--- src/rtl/sched_pkg.sv ---
// Shared op encodings, instruction record and FSM state for the dual-issue scheduler.
package sched_pkg;

    localparam int REG_W = 4;
    localparam int OP_W  = 4;
    localparam int IME_W = 5;

    localparam logic [OP_W-1:0] OP_NOP      = 4'h0;
    localparam logic [OP_W-1:0] OP_ALU_LO   = 4'h1;
    localparam logic [OP_W-1:0] OP_ALU_HI   = 4'h7;
    localparam logic [OP_W-1:0] OP_ADDI     = 4'h8;
    localparam logic [OP_W-1:0] OP_LD       = 4'h9;
    localparam logic [OP_W-1:0] OP_ST       = 4'hA;
    localparam logic [OP_W-1:0] OP_BEQ      = 4'hB;
    localparam logic [OP_W-1:0] OP_NOP_HI   = 4'hC;

    typedef struct packed {
        logic [OP_W-1:0]  op;
        logic [REG_W-1:0] des;
        logic [REG_W-1:0] s1;
        logic [REG_W-1:0] s2;
        logic [IME_W-1:0] ime;
    } dec_ins_t;

    typedef enum logic [1:0] {
        EMPTY  = 2'd0,
        PAIR   = 2'd1,
        SINGLE = 2'd2
    } state_t;

    // 0xC-0xF are reserved encodings and behave exactly like NOP.
    function automatic logic is_nop(input logic [OP_W-1:0] op);
        return (op == OP_NOP) || (op >= OP_NOP_HI);
    endfunction

    function automatic logic uses_s1(input logic [OP_W-1:0] op);
        return !is_nop(op);
    endfunction

    function automatic logic uses_s2(input logic [OP_W-1:0] op);
        return ((op >= OP_ALU_LO) && (op <= OP_ALU_HI)) || (op == OP_ST) || (op == OP_BEQ);
    endfunction

    function automatic logic writes_des(input logic [OP_W-1:0] op);
        return ((op >= OP_ALU_LO) && (op <= OP_ADDI)) || (op == OP_LD);
    endfunction

    function automatic logic is_mem(input logic [OP_W-1:0] op);
        return (op == OP_LD) || (op == OP_ST);
    endfunction

endpackage

--- src/rtl/dual_issue_scheduler_if.sv ---
// Decode, issue, writeback and statistics signals around the dual-issue scheduler.
interface dual_issue_scheduler_if
    import sched_pkg::*;
#(
    parameter int CNT_W = 16
) ();

    // dec_valid/dec_ready: a pair transfers on a rising edge where both are high; dec_valid must
    // not wait on dec_ready. iss_ready is a grant: issue valids never assert without it.
    logic             flush;
    logic             dec_valid;
    logic             dec_ready;
    logic [OP_W-1:0]  ins_1_op;
    logic [REG_W-1:0] ins_1_des;
    logic [REG_W-1:0] ins_1_s1;
    logic [REG_W-1:0] ins_1_s2;
    logic [IME_W-1:0] ins_1_ime;
    logic [OP_W-1:0]  ins_2_op;
    logic [REG_W-1:0] ins_2_des;
    logic [REG_W-1:0] ins_2_s1;
    logic [REG_W-1:0] ins_2_s2;
    logic [IME_W-1:0] ins_2_ime;
    logic             iss_ready;
    logic             iss0_valid;
    logic [OP_W-1:0]  iss0_op;
    logic [REG_W-1:0] iss0_des;
    logic [REG_W-1:0] iss0_s1;
    logic [REG_W-1:0] iss0_s2;
    logic [IME_W-1:0] iss0_ime;
    logic             iss1_valid;
    logic [OP_W-1:0]  iss1_op;
    logic [REG_W-1:0] iss1_des;
    logic [REG_W-1:0] iss1_s1;
    logic [REG_W-1:0] iss1_s2;
    logic [IME_W-1:0] iss1_ime;
    logic             wb0_valid;
    logic [REG_W-1:0] wb0_des;
    logic             wb1_valid;
    logic [REG_W-1:0] wb1_des;
    logic [CNT_W-1:0] stat_stalls;
    logic [CNT_W-1:0] stat_dual;

    modport slave (
        input  flush, dec_valid,
        input  ins_1_op, ins_1_des, ins_1_s1, ins_1_s2, ins_1_ime,
        input  ins_2_op, ins_2_des, ins_2_s1, ins_2_s2, ins_2_ime,
        input  iss_ready, wb0_valid, wb0_des, wb1_valid, wb1_des,
        output dec_ready,
        output iss0_valid, iss0_op, iss0_des, iss0_s1, iss0_s2, iss0_ime,
        output iss1_valid, iss1_op, iss1_des, iss1_s1, iss1_s2, iss1_ime,
        output stat_stalls, stat_dual
    );

    modport master (
        output flush, dec_valid,
        output ins_1_op, ins_1_des, ins_1_s1, ins_1_s2, ins_1_ime,
        output ins_2_op, ins_2_des, ins_2_s1, ins_2_s2, ins_2_ime,
        output iss_ready, wb0_valid, wb0_des, wb1_valid, wb1_des,
        input  dec_ready,
        input  iss0_valid, iss0_op, iss0_des, iss0_s1, iss0_s2, iss0_ime,
        input  iss1_valid, iss1_op, iss1_des, iss1_s1, iss1_s2, iss1_ime,
        input  stat_stalls, stat_dual
    );

endinterface

--- src/rtl/sched_scoreboard.sv ---
// Busy bit per architectural register: set when a writer issues, cleared on writeback.
module sched_scoreboard
    import sched_pkg::*;
#(
    parameter int NUM_REGS = 16
) (
    input  logic                clk,
    input  logic                rst_n,
    input  logic                i_set0_valid,
    input  logic [REG_W-1:0]    i_set0_des,
    input  logic                i_set1_valid,
    input  logic [REG_W-1:0]    i_set1_des,
    input  logic                i_clr0_valid,
    input  logic [REG_W-1:0]    i_clr0_des,
    input  logic                i_clr1_valid,
    input  logic [REG_W-1:0]    i_clr1_des,
    output logic [NUM_REGS-1:0] o_busy
);

    logic [NUM_REGS-1:0] r_busy;
    logic [NUM_REGS-1:0] w_set;
    logic [NUM_REGS-1:0] w_clr;

    always_comb begin
        w_set = '0;
        w_clr = '0;
        if (i_set0_valid) w_set[i_set0_des] = 1'b1;
        if (i_set1_valid) w_set[i_set1_des] = 1'b1;
        if (i_clr0_valid) w_clr[i_clr0_des] = 1'b1;
        if (i_clr1_valid) w_clr[i_clr1_des] = 1'b1;
    end

    // A set only happens on a non-busy register, where a coincident writeback is meaningless.
    always_ff @(posedge clk or negedge rst_n) begin
        if (!rst_n) begin
            r_busy <= '0;
        end else begin
            r_busy <= w_set | (r_busy & ~w_clr);
        end
    end

    assign o_busy = r_busy;

endmodule

--- src/rtl/dual_issue_scheduler.sv ---
// In-order two-wide issue from a one-pair buffer, with RAW/WAW, scoreboard and memory-port checks.
module dual_issue_scheduler
    import sched_pkg::*;
#(
    parameter int NUM_REGS = 16,
    parameter int CNT_W    = 16
) (
    input  logic                  clk,
    input  logic                  rst_n,
    dual_issue_scheduler_if.slave bus,
    output state_t                o_dbg_state,
    output logic [NUM_REGS-1:0]   o_dbg_busy
);

    localparam logic [CNT_W-1:0] CNT_ONE = {{(CNT_W-1){1'b0}}, 1'b1};

    state_t              r_state;
    dec_ins_t            r_a;
    dec_ins_t            r_b;
    logic [CNT_W-1:0]    r_stalls;
    logic [CNT_W-1:0]    r_dual;
    logic [NUM_REGS-1:0] w_busy;
    dec_ins_t            w_ins_1;
    dec_ins_t            w_ins_2;
    dec_ins_t            w_old;
    logic                w_iss0;
    logic                w_iss1;
    logic                w_raw;
    logic                w_waw;
    logic                w_done;
    logic                w_accept;

    function automatic logic blocked(input dec_ins_t ins, input logic [NUM_REGS-1:0] busy);
        return (uses_s1(ins.op) && busy[ins.s1]) ||
               (uses_s2(ins.op) && busy[ins.s2]) ||
               (writes_des(ins.op) && busy[ins.des]);
    endfunction

    assign w_ins_1 = {bus.ins_1_op, bus.ins_1_des, bus.ins_1_s1, bus.ins_1_s2, bus.ins_1_ime};
    assign w_ins_2 = {bus.ins_2_op, bus.ins_2_des, bus.ins_2_s1, bus.ins_2_s2, bus.ins_2_ime};

    // In SINGLE the surviving younger entry has become the oldest.
    assign w_old = (r_state == PAIR) ? r_a : r_b;

    assign w_iss0 = bus.iss_ready && !bus.flush && (r_state != EMPTY) && !blocked(w_old, w_busy);

    assign w_raw = writes_des(r_a.op) &&
                   ((uses_s1(r_b.op) && (r_b.s1 == r_a.des)) ||
                    (uses_s2(r_b.op) && (r_b.s2 == r_a.des)));
    assign w_waw = writes_des(r_a.op) && writes_des(r_b.op) && (r_a.des == r_b.des);

    assign w_iss1 = w_iss0 && (r_state == PAIR) && !w_raw && !w_waw &&
                    !blocked(r_b, w_busy) && !(is_mem(r_a.op) && is_mem(r_b.op));

    assign w_done = (r_state == EMPTY) ||
                    ((r_state == PAIR) && w_iss1) ||
                    ((r_state == SINGLE) && w_iss0);

    assign bus.dec_ready = !bus.flush && w_done;
    assign w_accept      = bus.dec_valid && bus.dec_ready;

    always_ff @(posedge clk or negedge rst_n) begin
        if (!rst_n) begin
            r_state <= EMPTY;
            r_a     <= '0;
            r_b     <= '0;
        end else if (bus.flush) begin
            r_state <= EMPTY;
        end else if (w_accept) begin
            r_state <= PAIR;
            r_a     <= w_ins_1;
            r_b     <= w_ins_2;
        end else begin
            case (r_state)
                PAIR: begin
                    if (w_iss1)      r_state <= EMPTY;
                    else if (w_iss0) r_state <= SINGLE;
                end
                SINGLE: begin
                    if (w_iss0) r_state <= EMPTY;
                end
                default: r_state <= EMPTY;
            endcase
        end
    end

    always_ff @(posedge clk or negedge rst_n) begin
        if (!rst_n) begin
            r_stalls <= '0;
            r_dual   <= '0;
        end else begin
            if ((r_state != EMPTY) && !bus.flush && !w_iss0 && (r_stalls != '1))
                r_stalls <= r_stalls + CNT_ONE;
            if (w_iss1 && (r_dual != '1))
                r_dual <= r_dual + CNT_ONE;
        end
    end

    sched_scoreboard #(
        .NUM_REGS (NUM_REGS)
    ) u_scoreboard (
        .clk          (clk),
        .rst_n        (rst_n),
        .i_set0_valid (w_iss0 && writes_des(w_old.op)),
        .i_set0_des   (w_old.des),
        .i_set1_valid (w_iss1 && writes_des(r_b.op)),
        .i_set1_des   (r_b.des),
        .i_clr0_valid (bus.wb0_valid),
        .i_clr0_des   (bus.wb0_des),
        .i_clr1_valid (bus.wb1_valid),
        .i_clr1_des   (bus.wb1_des),
        .o_busy       (w_busy)
    );

    assign bus.iss0_valid  = w_iss0;
    assign bus.iss0_op     = w_old.op;
    assign bus.iss0_des    = w_old.des;
    assign bus.iss0_s1     = w_old.s1;
    assign bus.iss0_s2     = w_old.s2;
    assign bus.iss0_ime    = w_old.ime;
    assign bus.iss1_valid  = w_iss1;
    assign bus.iss1_op     = r_b.op;
    assign bus.iss1_des    = r_b.des;
    assign bus.iss1_s1     = r_b.s1;
    assign bus.iss1_s2     = r_b.s2;
    assign bus.iss1_ime    = r_b.ime;
    assign bus.stat_stalls = r_stalls;
    assign bus.stat_dual   = r_dual;

    assign o_dbg_state = r_state;
    assign o_dbg_busy  = w_busy;

endmodule

--- src/flat_wrapper.sv ---
// flat-port wrapper written by rule: the top's interface ports become plain ports
module dual_issue_scheduler_flat import sched_pkg::*;
#(
    parameter int NUM_REGS = 16,
    parameter int CNT_W    = 16
)
  (clk, rst_n, o_dbg_state, o_dbg_busy, bus_flush, bus_dec_valid, bus_ins_1_op, bus_ins_1_des, bus_ins_1_s1, bus_ins_1_s2, bus_ins_1_ime, bus_ins_2_op, bus_ins_2_des, bus_ins_2_s1, bus_ins_2_s2, bus_ins_2_ime, bus_iss_ready, bus_wb0_valid, bus_wb0_des, bus_wb1_valid, bus_wb1_des, bus_dec_ready, bus_iss0_valid, bus_iss0_op, bus_iss0_des, bus_iss0_s1, bus_iss0_s2, bus_iss0_ime, bus_iss1_valid, bus_iss1_op, bus_iss1_des, bus_iss1_s1, bus_iss1_s2, bus_iss1_ime, bus_stat_stalls, bus_stat_dual);
  dual_issue_scheduler_if #(.CNT_W(CNT_W)) bus_i ();
  input  logic clk;
  input  logic rst_n;
  output state_t o_dbg_state;
  output logic [NUM_REGS-1:0] o_dbg_busy;
  input wire logic [$bits(bus_i.flush)-1:0] bus_flush;
  input wire logic [$bits(bus_i.dec_valid)-1:0] bus_dec_valid;
  input wire logic [$bits(bus_i.ins_1_op)-1:0] bus_ins_1_op;
  input wire logic [$bits(bus_i.ins_1_des)-1:0] bus_ins_1_des;
  input wire logic [$bits(bus_i.ins_1_s1)-1:0] bus_ins_1_s1;
  input wire logic [$bits(bus_i.ins_1_s2)-1:0] bus_ins_1_s2;
  input wire logic [$bits(bus_i.ins_1_ime)-1:0] bus_ins_1_ime;
  input wire logic [$bits(bus_i.ins_2_op)-1:0] bus_ins_2_op;
  input wire logic [$bits(bus_i.ins_2_des)-1:0] bus_ins_2_des;
  input wire logic [$bits(bus_i.ins_2_s1)-1:0] bus_ins_2_s1;
  input wire logic [$bits(bus_i.ins_2_s2)-1:0] bus_ins_2_s2;
  input wire logic [$bits(bus_i.ins_2_ime)-1:0] bus_ins_2_ime;
  input wire logic [$bits(bus_i.iss_ready)-1:0] bus_iss_ready;
  input wire logic [$bits(bus_i.wb0_valid)-1:0] bus_wb0_valid;
  input wire logic [$bits(bus_i.wb0_des)-1:0] bus_wb0_des;
  input wire logic [$bits(bus_i.wb1_valid)-1:0] bus_wb1_valid;
  input wire logic [$bits(bus_i.wb1_des)-1:0] bus_wb1_des;
  output wire logic [$bits(bus_i.dec_ready)-1:0] bus_dec_ready;
  output wire logic [$bits(bus_i.iss0_valid)-1:0] bus_iss0_valid;
  output wire logic [$bits(bus_i.iss0_op)-1:0] bus_iss0_op;
  output wire logic [$bits(bus_i.iss0_des)-1:0] bus_iss0_des;
  output wire logic [$bits(bus_i.iss0_s1)-1:0] bus_iss0_s1;
  output wire logic [$bits(bus_i.iss0_s2)-1:0] bus_iss0_s2;
  output wire logic [$bits(bus_i.iss0_ime)-1:0] bus_iss0_ime;
  output wire logic [$bits(bus_i.iss1_valid)-1:0] bus_iss1_valid;
  output wire logic [$bits(bus_i.iss1_op)-1:0] bus_iss1_op;
  output wire logic [$bits(bus_i.iss1_des)-1:0] bus_iss1_des;
  output wire logic [$bits(bus_i.iss1_s1)-1:0] bus_iss1_s1;
  output wire logic [$bits(bus_i.iss1_s2)-1:0] bus_iss1_s2;
  output wire logic [$bits(bus_i.iss1_ime)-1:0] bus_iss1_ime;
  output wire logic [$bits(bus_i.stat_stalls)-1:0] bus_stat_stalls;
  output wire logic [$bits(bus_i.stat_dual)-1:0] bus_stat_dual;
  assign bus_i.flush = bus_flush;
  assign bus_i.dec_valid = bus_dec_valid;
  assign bus_i.ins_1_op = bus_ins_1_op;
  assign bus_i.ins_1_des = bus_ins_1_des;
  assign bus_i.ins_1_s1 = bus_ins_1_s1;
  assign bus_i.ins_1_s2 = bus_ins_1_s2;
  assign bus_i.ins_1_ime = bus_ins_1_ime;
  assign bus_i.ins_2_op = bus_ins_2_op;
  assign bus_i.ins_2_des = bus_ins_2_des;
  assign bus_i.ins_2_s1 = bus_ins_2_s1;
  assign bus_i.ins_2_s2 = bus_ins_2_s2;
  assign bus_i.ins_2_ime = bus_ins_2_ime;
  assign bus_i.iss_ready = bus_iss_ready;
  assign bus_i.wb0_valid = bus_wb0_valid;
  assign bus_i.wb0_des = bus_wb0_des;
  assign bus_i.wb1_valid = bus_wb1_valid;
  assign bus_i.wb1_des = bus_wb1_des;
  assign bus_dec_ready = bus_i.dec_ready;
  assign bus_iss0_valid = bus_i.iss0_valid;
  assign bus_iss0_op = bus_i.iss0_op;
  assign bus_iss0_des = bus_i.iss0_des;
  assign bus_iss0_s1 = bus_i.iss0_s1;
  assign bus_iss0_s2 = bus_i.iss0_s2;
  assign bus_iss0_ime = bus_i.iss0_ime;
  assign bus_iss1_valid = bus_i.iss1_valid;
  assign bus_iss1_op = bus_i.iss1_op;
  assign bus_iss1_des = bus_i.iss1_des;
  assign bus_iss1_s1 = bus_i.iss1_s1;
  assign bus_iss1_s2 = bus_i.iss1_s2;
  assign bus_iss1_ime = bus_i.iss1_ime;
  assign bus_stat_stalls = bus_i.stat_stalls;
  assign bus_stat_dual = bus_i.stat_dual;
  dual_issue_scheduler #(.NUM_REGS(NUM_REGS), .CNT_W(CNT_W)) u_core (.clk(clk), .rst_n(rst_n), .bus(bus_i), .o_dbg_state(o_dbg_state), .o_dbg_busy(o_dbg_busy));
endmodule
--- config.mk ---
export PLATFORM = sky130hd
export DESIGN_NAME = dual_issue_scheduler_flat
export DESIGN_NICKNAME = d
export VERILOG_FILES = /design/src/rtl/sched_pkg.sv /design/src/rtl/dual_issue_scheduler_if.sv /design/src/rtl/sched_scoreboard.sv /design/src/rtl/dual_issue_scheduler.sv /design/src/flat_wrapper.sv
export SDC_FILE = /design/constraint.sdc
export NUM_CORES = 1
export LEC_CHECK = 0
export CAP_MARGIN = 20
export CORE_ASPECT_RATIO = 0.9
export CORE_MARGIN = 2
export CORE_UTILIZATION = 39
export CTS_CLUSTER_SIZE = 25
export DETAILED_ROUTE_END_ITERATION = 10
export PLACE_DENSITY = 0.66
export SLEW_MARGIN = 20
export SYNTH_ARGS = -nofsm -noshare
export SYNTH_HDL_FRONTEND = slang
export SYNTH_SLANG_ARGS = --single-unit
--- constraint.sdc ---
create_clock -name clk -period 4.4 [get_ports clk]
set_clock_uncertainty 0.1 [all_clocks]
set_input_delay 1.32 -clock clk [delete_from_list [all_inputs] [get_ports clk]]
set_output_delay 1.32 -clock clk [all_outputs]
set_load 0.005 [all_outputs]
==> metrics list, run 1 <==
- At the worst endpoint, the required time is 2.98 ns.
- Count of synthesis-stage warnings from yosys: 0
* Maximum root-to-sink buffer count: 2
- The total overflow left after global routing is 0.
- Synth-to-layout area growth: 40.2%
- The final-report max-slew violation count came to 0.
- After filler insertion, the fill cell instance count of the layout stands at 1,333.
- Hold violation total from the final report: 0
- Number of enable-type register cells in the synthesized netlist: 0
- Endpoint of the worst-slack reg-to-reg timing path: u_core.r_a[12]
- Critical register-to-register path startpoint: u_core.o_dbg_state[1]
- Entering global routing, the biggest net connects 44 pins.
* Worst voltage drop across the vdd grid: slightly below 400 µV
* Clock H-tree levels: 3
* Initial antenna violation count: 0
* Least setup slack across all paths after layout: between 0.1 and 0.15 ns
* Gate count after technology mapping: roughly 640
* Routed length per instance: just under 20 µm
* Hold Crit Class: reg2reg
- Detailed routing inserted a total of roughly 5,700 vias.
* Sequential area share after synthesis: 0.370
- Worst hold slack: approximately 0.4 ns
- Hold Path Cell Cnt: 1
* Last weighted congestion value of the routability-driven placer: 0.955
* Post-DP HPWL: roughly 15 mm
* Mean area per synthesized cell: just under 10 µm²
- Initial Util: 0.401
* Category of the worst setup path capture point: output pin
* Clock Pin Slew Worst Setup and Hold Paths: about 0.060 ns
- Beginning of the worst hold path: u_core.bus.stat_stalls[8]
* Ratio of cells with drive above 1 in the final layout: 0.204
- In this run the cell area measured after placement is around 8200 µm².
* Highest fanout seen on the critical path: 17
* Data arrival time of the worst path: around 2.9 ns
- Of the available clock period, the critical path in the final layout requires 0.972.
- Type of element launching the critical path: register
* First-pass GRT wire length: between 20 and 30 mm
* Slowest stage cell, crit path: sky130_fd_sc_hd__dfrtp_1
* PwrDens: 495 nW/µm²
- Leakage Power: between 3 and 4 nW
- Post-Route WL: roughly 20 mm
* Post-route design area: a little under 9000 µm²
* Register area: 2300 µm²
* Worst setup slack before clock tree synthesis: -0.249 ns
- Number of nets in the final layout: 878
- Highest attainable clock frequency: 0.234 GHz
* Endpoints failing setup: 0
- Area of the multi-input gates: between 3000 and 4000 µm²
- Clock sink count: between 90 and 100
- Row Count: 43
- Vias/cell: 5.55
- Most frequent standard cell in the layout excluding fill and tap cells: sky130_fd_sc_hd__clkdlybuf4s50_1
- Worst relative slew slack: 0.579
- Port-buffer cells: between 150 and 200
* Netlist area before placement: between 6000 and 7000 µm²
- The worst register-to-register path has a depth of 16.
- Highest-count cells in the layout ignoring fill and taps: 147 x sky130_fd_sc_hd__clkdlybuf4s50_1, 98 x sky130_fd_sc_hd__nand2_1, 91 x sky130_fd_sc_hd__dfrtp_1
- Number of buffers added by the clock tree synthesis step: 9
- Peak per-stage delay on the critical path: approximately 0.40 ns
- Count of antenna diodes in the layout: 0
* Status: finished, final reports clean
* Clock network latency to the later pin of the worst-skew pair: 0.34 ns
- Crit path buffers/inverters: 5
- Clock tree from TritonCTS: built
- Number of hold buffers added after cts: 0
- Synthesis instantiated between 60 and 70 different standard cells from the library.
- The tree is rooted in a sky130_fd_sc_hd__clkbuf_16.
* Post-layout minimum cycle time: around 4.3 ns
* Yosys reg bits: 92
- The first detailed-routing pass ran for 5 iterations.
- When the netlist entered floorplanning its net count stood at 694.
* Via count of the first global-routing pass: around 5,500
- The most used flip-flop cell after synthesis is sky130_fd_sc_hd__dfrtp_1.
- Std-Cell Core Area: roughly 15,000 µm²
- The path with the worst hold slack has its endpoint at u_core.bus.stat_stalls[8].
- The die covers approximately 17,000 µm².
- Setup slack, reg-to-reg: between 0.7 and 0.8 ns
* Least-Margin Pin Slew: between 0.6 and 0.7 ns
- Vert. Die Dim: 124 µm
- Overall die width: 137 µm
- Maxcap violations: 0
- Boundary pin count: 152
* Count of routing violations after the opening detailed-route iteration: roughly 480
- In the global route stage, overall resource usage came out at 0.232.
* Sequence of cells on the critical path: buf_4, nand2b_4, buf_12, mux2i_2, buf_4, a211oi_4, a311oi_2, nand2_1, nand3_4, buf_4, nor3_4, nor3_1, nor2_1, clkbuf_2
- Antenna Violating Nets Remaining: 0
- By instance count, the cell type seen most on the critical path is sky130_fd_sc_hd__buf_4.
* Share of synthesized registers carrying an async set or reset: 1.00
* Type of the worst setup path: reg2out
* Number of DRC violations after detailed routing: 0
* Kind of cell with the highest combined delay on the critical path: buffers and inverters
- Fraction of the core area covered by cells at the end of the flow: 0.563
## where the power goes
part,internal (mW),switching (mW)
combinational,1.19,0.975
clock,0.492,0.312
sequential,1.03,0.318
total,2.71,1.60
## Yosys cell counts, types with 3 or more instances
| master | count | share of area |
|---|---|---|
| sky130_fd_sc_hd__nand2_1 | 98 | 0.059 |
| sky130_fd_sc_hd__dfrtp_1 | 92 | 0.37 |
| sky130_fd_sc_hd__mux2_4 | 39 | 0.094 |
| sky130_fd_sc_hd__a21oi_1 | 35 | 0.028 |
| sky130_fd_sc_hd__nand3_1 | 32 | 0.026 |
| sky130_fd_sc_hd__mux2i_1 | 29 | 0.047 |
| sky130_fd_sc_hd__nor3_1 | 29 | 0.023 |
| sky130_fd_sc_hd__xnor2_1 | 27 | 0.038 |
| sky130_fd_sc_hd__nor2_1 | 25 | 0.015 |
| sky130_fd_sc_hd__clkbuf_1 | 23 | 0.014 |
| sky130_fd_sc_hd__xor2_1 | 18 | 0.025 |
| sky130_fd_sc_hd__and3_1 | 13 | 0.013 |
| sky130_fd_sc_hd__o31ai_1 | 13 | 0.016 |
| sky130_fd_sc_hd__inv_1 | 12 | 0.0072 |
| sky130_fd_sc_hd__mux2_2 | 10 | 0.018 |
| sky130_fd_sc_hd__mux4_2 | 10 | 0.036 |
| sky130_fd_sc_hd__nand4_1 | 9 | 0.0091 |
| sky130_fd_sc_hd__nor2b_1 | 9 | 0.0091 |
| sky130_fd_sc_hd__o21ai_0 | 9 | 0.0072 |
| sky130_fd_sc_hd__buf_2 | 8 | 0.0064 |
| sky130_fd_sc_hd__nor4_1 | 8 | 0.0080 |
| sky130_fd_sc_hd__buf_6 | 7 | 0.013 |
| sky130_fd_sc_hd__nand2b_1 | 7 | 0.0070 |
| sky130_fd_sc_hd__nand3b_1 | 6 | 0.0072 |
| sky130_fd_sc_hd__a22oi_1 | 5 | 0.0060 |
| sky130_fd_sc_hd__a31oi_1 | 5 | 0.0050 |
| sky130_fd_sc_hd__and3b_1 | 4 | 0.0056 |
| sky130_fd_sc_hd__nor3b_1 | 4 | 0.0048 |
| sky130_fd_sc_hd__a211oi_1 | 3 | 0.0036 |
| sky130_fd_sc_hd__buf_1 | 3 | 0.0018 |
| sky130_fd_sc_hd__mux2i_4 | 3 | 0.011 |
## worst max-delay path by stage
stage,endpoint,cells after the start,start
floorplan,bus_dec_ready,8,bus_flush
global placement,bus_dec_ready,8,bus_flush
detailed placement,bus_dec_ready,8,bus_flush
CTS,bus_dec_ready,12,u_core.o_dbg_state[1]
global route,bus_dec_ready,14,u_core.o_dbg_state[1]
finish,bus_dec_ready,14,u_core.o_dbg_state[1]
## cells by family (layout without fill, tap and decap cells)
group           after synthesis  in the layout  share of synthesized area
mux                          92             92                      0.208
flops                        92             92                      0.370
simple gates                259            259                      0.209
buf+inv                      55            242                     0.0439
compound gates               90             90                      0.101
fa+ha+maj                     2              2                    0.00402
xor+xnor                     45             45                     0.0634
## timing repair
| item | CTS | global route |
|---|---|---|
| pin swaps | 5 | 5 |
| setup buffers | 3 | 4 |
| endpoints found under the setup margin | 3 | 2 |
| gates resized for setup | 19 | 9 |
## per-layer routing
| layer | vias up | GRT usage | share of wire |
|---|---|---|---|
| li1 | 2654 | - | - |
| met3 | 37 | 0.0619 | 0.080 |
| met4 | 0 | 0.0747 | 0.024 |
| met1 | 2773 | 0.308 | 0.43 |
| met5 | - | 0 | 0 |
| met2 | 224 | 0.369 | 0.46 |
## sequential cells by signal, indices dropped and copies added (netlist names)
name,cells
u_core.r_a,21
u_core.bus.stat_dual,16
u_core.bus.stat_stalls,16
u_core.u_scoreboard.o_busy,16
u_core.bus.iss1_ime,5
u_core.bus.iss1_des,4
u_core.bus.iss1_op,4
u_core.bus.iss1_s1,4
u_core.bus.iss1_s2,4
u_core.o_dbg_state,2
## metrics by stage
stage	std cells	total power [mW]	setup TNS (ns)
final	1024	4.32	0
after global routing	1024	4.58	-0.0565
after CTS	1020	4.26	0
after detailed placement	1003	3.37	-0.656
after global placement	1003	3.34	-0.600
after floorplan	635	2.39	0
## cell type report
type / count / area share
multi-input cells: 488 / 0.432
flip-flops and latches: 92 / 0.264
repair buffers: 215 / 0.234
well taps: 202 / 0.0290
clock buffers: 10 / 0.0263
clock inverters: 4 / 0.00876
inverters: 13 / 0.00560
No activity file was read; power rests on OpenSTA's default activity.
==> run 2, diff against run 1 <==
Settings changed: CTS_CLUSTER_DIAMETER from default to 100.
==> results of run 2 <==
Same layout as run 1: the final DEF is identical, and so are final timing and power.
